## config.mk

```make
export PLATFORM = sky130hd
export DESIGN_NAME = mm_seq_ctrl
export DESIGN_NICKNAME = d
export VERILOG_FILES = /design/src/rtl/mm_seq_ctrl.sv
export SDC_FILE = /design/constraint.sdc
export NUM_CORES = 1
export LEC_CHECK = 0
export ABC_AREA = 1
export BUFFER_PORTS_ARGS = -buffer_cell sky130_fd_sc_hd__buf_2
export CAP_MARGIN = 20
export CORE_ASPECT_RATIO = 0.8
export CORE_MARGIN = 3
export CORE_UTILIZATION = 35
export CTS_CLUSTER_SIZE = 12
export DETAILED_ROUTE_END_ITERATION = 10
export GPL_ROUTABILITY_DRIVEN = 0
export MAX_ROUTING_LAYER = met4
export PLACE_DENSITY = 0.65
export SYNTH_ARGS = -nofsm -noshare
export SYNTH_HDL_FRONTEND = slang
export SYNTH_SLANG_ARGS = --single-unit
```

## constraint.sdc

```tcl
create_clock -name clk -period 7.9 [get_ports clk]
set_input_delay 1.58 -clock clk [delete_from_list [all_inputs] [get_ports clk]]
set_output_delay 1.58 -clock clk [all_outputs]
set_load 0.03 [all_outputs]
```

## src/rtl/mm_seq_ctrl.sv

```systemverilog
// mm_seq_ctrl: skewed-feed sequencer for an NxN output-stationary PE array
module mm_seq_ctrl #(
  parameter int N = 3,
  parameter int DW = 4,
  parameter int OW = 9,
  parameter int PIPE = 2
) (
  input  logic                clk,
  input  logic                rst,
  input  logic                en,
  input  logic                in_valid,
  output logic                in_ready,
  input  logic [N*N*DW-1:0]   in1,
  input  logic [N*N*DW-1:0]   in2,
  output logic                pe_clr,
  output logic                pe_en,
  output logic [N*DW-1:0]     a_feed,
  output logic [N*DW-1:0]     b_feed,
  input  logic [N*N*OW-1:0]   res_in,
  output logic [N*N*OW-1:0]   out,
  output logic                out_valid,
  input  logic                out_ready,
  output logic                busy
);
  localparam int KW = $clog2(3*N-1);
  localparam int PW = $clog2(PIPE+2);
  localparam logic [KW-1:0] KL = KW'(3*N-3);
  localparam logic [PW-1:0] DL = PW'(PIPE-1);
  typedef enum logic [2:0] {IDLE, CLEAR, FEED, DRAIN, DONE} state_t;
  state_t st, nxt;
  logic [KW-1:0] k;
  logic [PW-1:0] d;
  logic [N*N*DW-1:0] a_q, b_q;
  logic cap;
  assign in_ready = en & (st == IDLE);
  assign pe_clr = en & (st == CLEAR);
  assign pe_en = en & (st == FEED | st == DRAIN);
  assign busy = st != IDLE;
  assign cap = en & ((st == FEED & k == KL & PIPE == 0) | (st == DRAIN & d == DL));
  always_comb begin
    nxt = st;
    if (en)
      case (st)
        IDLE:    nxt = in_valid ? CLEAR : IDLE;
        CLEAR:   nxt = FEED;
        FEED:    nxt = k != KL ? FEED : PIPE == 0 ? DONE : DRAIN;
        DRAIN:   nxt = d == DL ? DONE : DRAIN;
        DONE:    nxt = out_ready ? IDLE : DONE;
        default: nxt = IDLE;
      endcase
  end
  always_ff @(posedge clk or negedge rst)
    if (!rst) st <= IDLE;
    else st <= nxt;
  always_ff @(posedge clk or negedge rst) begin
    if (!rst) begin
      k <= '0;
      d <= '0;
      a_q <= '0;
      b_q <= '0;
      out <= '0;
      out_valid <= 1'b0;
    end else if (en) begin
      k <= st == FEED ? k + 1'b1 : '0;
      d <= st == DRAIN ? d + 1'b1 : '0;
      if (in_valid & in_ready) begin
        a_q <= in1;
        b_q <= in2;
      end
      if (cap) out <= res_in;
      out_valid <= nxt == DONE;
    end
  end
  // row r sees A[r][k-r], column c sees B[k-c][c]; zero outside the diagonal band
  always_comb begin
    a_feed = '0;
    b_feed = '0;
    for (int r = 0; r < N; r++)
      if (st == FEED && int'(k) >= r && int'(k) - r < N) begin
        a_feed[r*DW +: DW] = a_q[(r*N + int'(k) - r)*DW +: DW];
        b_feed[r*DW +: DW] = b_q[((int'(k) - r)*N + r)*DW +: DW];
      end
  end
endmodule

```

# [Word level (Yosys, flattened, before mapping)]
# Cells that the tools add are included.
[word_totals] in_bits=158 regBits=162
[classes] muxes=14 n_shift=6 n_bitwise=7 add_sub_neg=10 eq_ne=7 multipliers=3 magnitude_cmp=5 n_reduce_logical=9
[ops] cell="36-bit by 10-bit indexed part select with 4-bit output" n=2
[ops] cell="36-bit by 7-bit indexed part select with 4-bit output" n=2
[ops] cell="36-bit by 6-bit indexed part select with 4-bit output" n=1
[ops] cell="36-bit by 8-bit indexed part select with 4-bit output" n=1
[ops] cell="4-bit two-way mux" n=6
[ops] cell="3-bit one-hot mux with 5 select lines" n=1
[ops] cell="4-bit by 3-bit multiplier with 7-bit output (second input constant)" n=2
[ops] cell="3-bit two-way mux" n=4
[ops] cell="7-bit by 2-bit adder with 8-bit output (second input constant)" n=1
[ops] cell="7-bit by 3-bit adder with 8-bit output (second input constant)" n=1
[ops] cell="4-bit by 3-bit less-than comparator with 1-bit output (second input constant)" n=2
[ops] cell="1-bit bitwise AND" n=6
[ops] cell="3-bit by 2-bit equality test with 1-bit output (second input constant)" n=2
[ops] cell="3-bit equality test (second input constant)" n=2
[ops] cell="1-bit logical AND" n=5
[ops] cell="3-bit by 2-bit multiplier with 5-bit output (second input constant)" n=1
[ops] cell="4-bit by 1-bit subtractor with 5-bit output (second input constant)" n=1
[ops] cell="4-bit by 2-bit subtractor with 5-bit output (second input constant)" n=1
[ops] cell="2-bit by 3-bit adder with 4-bit output (first input constant)" n=1
[ops] cell="3-bit by 3-bit adder with 4-bit output (first input constant)" n=1
[ops] cell="2-bit AND reduction" n=2
[ops] cell="3-bit by 1-bit subtractor with 4-bit output (second input constant)" n=1
[ops] cell="3-bit by 2-bit subtractor with 4-bit output (second input constant)" n=1
[ops] cell="3-bit by 1-bit adder with 3-bit output (second input constant)" n=1
[ops] cell="12 further kinds" n=13

# [Longest topological paths before layout]
[logic_depth] ltp_word=5 mapped_depth=20 ltp_nobuf=17

# [Worst setup path after synthesis]
# OpenSTA, ideal clock, no wires.
[synth_timing] kind="reg2out" from="reg k[1]" to="out b_feed[4]" path_slack_ps=3114 t_arrival_ps=3206 n_path_buf=4 path_stages_with_launch=17 cell_sequence="dfrtp_1 inv_1 buf_2 buf_2 ha_1 buf_2 inv_2 buf_2 ha_1 ha_1 xnor2_1 nand4_1 nand2_1 nand2_1 inv_1 nand2_1 inv_1"
[synth_between] elab_chain_len=5 elab_cells_between_ends=9
[synth_rtl] item="start: declaration" line_no="31" rtl="logic [KW-1:0] k;"
[synth_rtl] item="start signal: assignment" line_no="64" rtl="k <= st == FEED ? k + 1'b1 : '0;"
[synth_rtl] item="3-bit by 1-bit subtractor with 4-bit output" line_no="79, 81"
[synth_rtl] item="4-bit by 3-bit multiplier with 7-bit output" line_no="81" rtl="b_feed[r*DW +: DW] = b_q[((int'(k) - r)*N + r)*DW +: DW];"
[synth_rtl] item="7-bit by 2-bit adder with 8-bit output" line_no="81"
[synth_rtl] item="36-bit by 10-bit indexed part select with 4-bit output" line_no="81"
[synth_rtl] item="4-bit two-way mux (*)" line_no="79" rtl="if (st == FEED && int'(k) >= r && int'(k) - r < N) begin"
[synth_rtl] item="end: declaration" line_no="18" rtl="output logic [N*DW-1:0] b_feed,"
# Every way passes the cells marked *; elsewhere a longest branch is shown, timed or not.

# [Worst setup path after layout]
# Ends and elaborated chain as after synthesis.

==> results.py <==
metrics = {
    "status": {
        "outcome": "complete, no violations",
    },
    "drt": {
        "vias": 6868,
        "vias_per_cell": 4.799,
        "drt-pass1-iter-count": 6,
        "drt_wl_total_um": 23820,
        "drc": 0,
        "drt_iter0_markers": 450,
        "drtAntennaViolNets": 0,
        "detail_route.wl_per_cell_um": 16.65,
    },
    "timing": {
        "period_share_pct": 76.81,
        "finalSetupTns_ns": 0,
        "rsz0062_at_grt": "false",
        "maxSlewHeadroom_pct": 31.72,
        "clock_skew_ns": 0.01649,
        "worstMarginPinSlew_ns": 1.023,
        "setup_viol": 0,
        "slew_violations": 0,
        "hold_violations": 0,
        "period_needed_ns": 6.068,
        "fmax_mhz": 164.8,
    },
    "synth": {
        "synth_cell_types": 31,
        "synth_nets": 1031,
        "synth_seq_area_share_pct": 49.81,
        "synth_fa_ha_area_share_pct": 2.460,
        "synth_warnings": 0,
        "synth_top_family_by_area": "multiplexers",
        "mappedNetlistArea_um2": 8139,
        "synth_top_cell_by_area": "dfrtp_1",
        "ys_ff_latch": 162,
        "synth.area.mux_share_pct": 16.10,
        "synth_area_per_cell_um2": 9.497,
        "synth_top_area_share_pct": 49.81,
        "synthTopCellsByArea": "dfrtp_1 50%, mux2_2 12%, nand2_1 8.9%",
        "synth_compound_area_share_pct": 7.671,
        "syn_inst": 857,
        "synth-simple-area-share_pct": 15.94,
        "synthXorXnorAreaFrac_pct": 0.8609,
    },
    "worst_hold_path": {
        "hold_class": "reg2reg",
        "holdCritStartpoint": "out_valid$_DFFE_PN0P_",
        "hold-path-cell-count": 2,
        "whs_endpoint": "out_valid$_DFFE_PN0P_",
    },
    "floorplan": {
        "die_h_um": 142.4,
        "num_rows": 49,
        "io_pins": 268,
        "core_area_um2": 22680,
        "die_area_um2": 25130,
        "dieWidth_um": 176.5,
        "initial_core_util_pct": 35.88,
    },
    "clock_tree": {
        "cts.clk_slew.worst_paths_ns": 0.06,
        "numClockSinks": 162,
        "cts_tree": "built",
        "h-tree-depth": 4,
        "cts-root-buf": "clkbuf_16",
        "clockBufferDepth": 2,
        "postCtsHoldBufs": 0,
        "post_cts_resized": 0,
        "numCtsBuffers": 17,
        "post-cts-setup-buffers": 0,
        "clock_latency_ns": 0.44,
    },
    "worst_setup_path": {
        "worst_setup_path_end_kind": "output pin",
        "worstSetupStartpointType": "flop",
        "reg2regPathDepth": 7,
        "worstSetupPathType": "reg2out",
        "worstPathArrival_ns": 4.49,
        "worstPathRequired_ns": 6.32,
        "r2r-start": "st[0]$_DFF_PN0_",
        "regToRegEndpoint": "a_q[26]$_DFFE_PN0P_",
        "critPathMaxFanout": 35,
        "r2r_slack_ns": 5.18,
    },
    "global_routing": {
        "antenna_found_initial": 7,
        "overflow": 0,
        "grt_pass1_wl_um": 37490,
        "grt_max_degree": 99,
        "gr-usage-all-layers_pct": 19.81,
        "grt_pass1_vias": 6980,
    },
    "power_and_ir_drop": {
        "ir_worst_vdd_v": 0.0002707,
        "seq_power_share_pct": 31.0,
        "p_sw_w": 0.002188,
        "power_density_nw_per_um2": 458.1,
        "power.leakage_nw": 5.496,
        "clkPwrFrac_pct": 18.1,
        "power_w": 0.004692,
        "swShare_pct": 46.62,
        "p_int_w": 0.002504,
        "combPwrFrac_pct": 50.9,
    },
    "placed_design": {
        "place.port_buffers": 267,
        "dpl.hpwl_um": 17630,
    },
    "final_layout": {
        "layout-drive-gt1-share_pct": 35.96,
        "final_cell_mix": "266 x buf_2, 194 x nand2_1, 161 x dfrtp_1",
        "final_common_cell": "buf_2",
        "regArea_um2": 4055,
        "fin_nets": 1280,
        "fill_cells": 2254,
        "syn_to_final_growth_pct": 25.84,
        "multi_input_area_um2": 3510,
    },
    "run": {
        "cap_violations": 0,
    },
}
-- power groups by stage --
stage / combinational (W) / sequential [W] / clock, W
global placement: 0.00234 / 0.00145 / 0
finish: 0.00239 / 0.00145 / 0.000849
detailed placement: 0.00237 / 0.00145 / 0
CTS: 0.00238 / 0.00145 / 0.000868
floorplan: 0.00135 / 0.00180 / 0
global route: 0.00263 / 0.00150 / 0.000909
-- sequential cells by signal, summed over array words and instances (netlist names) --
register	count
k	3
a_q	36
b_q	36
out	81
d	2
st	3
out_valid	1
-- logic make-up (layout without fill, tap and decap cells) --
| logic type | after synthesis | count (layout) |
|---|---|---|
| multiplexers | 115 | 115 |
| flip-flops | 162 | 162 |
| AND/OR/NAND/NOR | 315 | 315 |
| other | 0 | 7 |
| AO/OA/AOI/OAI | 118 | 118 |
| adder cells (fa/ha/maj) | 16 | 16 |
| XOR/XNOR | 8 | 8 |
| buffers and inverters | 123 | 384 |
-- Yosys cell counts --
library cell / n
nand3_1: 55
buf_4: 4
o221ai_1: 1
inv_1: 77
a21oi_1: 31
o211ai_1: 5
nor3_4: 1
o22ai_1: 1
o21ai_0: 73
nand2_4: 1
xnor2_1: 2
dfrtp_1: 162
nor3_1: 9
nand2_1: 194
or2_2: 1
mux2_1: 24
nor2_1: 49
a211oi_1: 5
ha_1: 16
buf_6: 11
a31oi_1: 1
mux2_2: 87
o21bai_1: 1
clkbuf_1: 8
xor2_1: 6
buf_2: 18
nor2_2: 1
clkbuf_2: 1
nand4_1: 4
inv_2: 4
mux2_4: 4
-- area by class of cell --
| class | count | share of cell area [%] |
|---|---|---|
| multi-input combinational | 572 | 34.27 |
| tap | 306 | 3.738 |
| timing repair buffer | 272 | 13.47 |
| sequential | 162 | 39.59 |
| clock inverter | 9 | 1.161 |
| inverter | 81 | 2.968 |
| clock buffer | 22 | 4.630 |
| antenna | 7 | 0.1710 |
-- worst max-delay path by stage --
stage,depth (start not counted),to,startpoint,slack [ns]
after CTS,12,b_feed[4],k[1]$_DFFE_PN0P_,1.86
after global placement,12,b_feed[4],k[1]$_DFFE_PN0P_,2.52
after floorplan,16,b_feed[4],k[1]$_DFFE_PN0P_,3.11
after global routing,12,b_feed[4],k[1]$_DFFE_PN0P_,1.48
after detailed placement,12,b_feed[4],k[1]$_DFFE_PN0P_,2.35
final,12,b_feed[4],k[1]$_DFFE_PN0P_,1.83
-- worst max-delay path: stages (launching register included) --
cell     delay (ns)
dfrtp_1        0.37
inv_1          0.74
ha_1           0.61
inv_2          0.40
ha_1           0.31
ha_1           0.30
xnor2_1        0.60
inv_1          0.20
nand3_1        0.16
nand3_1        0.09
nand2_1        0.08
inv_1          0.04
buf_2          0.16
-- layer usage --
layer | GRT usage (%) | share of wire, % | up-vias
li1 | - | - | 3312
met4 | 5.702 | 1.6 | 0
met2 | 29.86 | 45 | 291
met1 | 25.62 | 44 | 3237
met3 | 6.533 | 9.4 | 28
met5 | - | 0 | -
-- through the flow --
step	instances	setup slack, ns	hold WS (ns)	instance area (um2)	util (%)
6_report	1431	1.832	0.4818	10240	45.15
5_1_grt	1431	1.476	0.5060	10240	45.15
4_1_cts	1424	1.864	0.4870	10220	45.07
3_5_place_dp	1393	2.347	0.4706	9632	42.46
3_3_place_gp	1393	2.516	0.4641	9632	42.46
2_1_floorplan	857	3.114	0.4524	8139	-
Power figures use the tool's default switching activity.
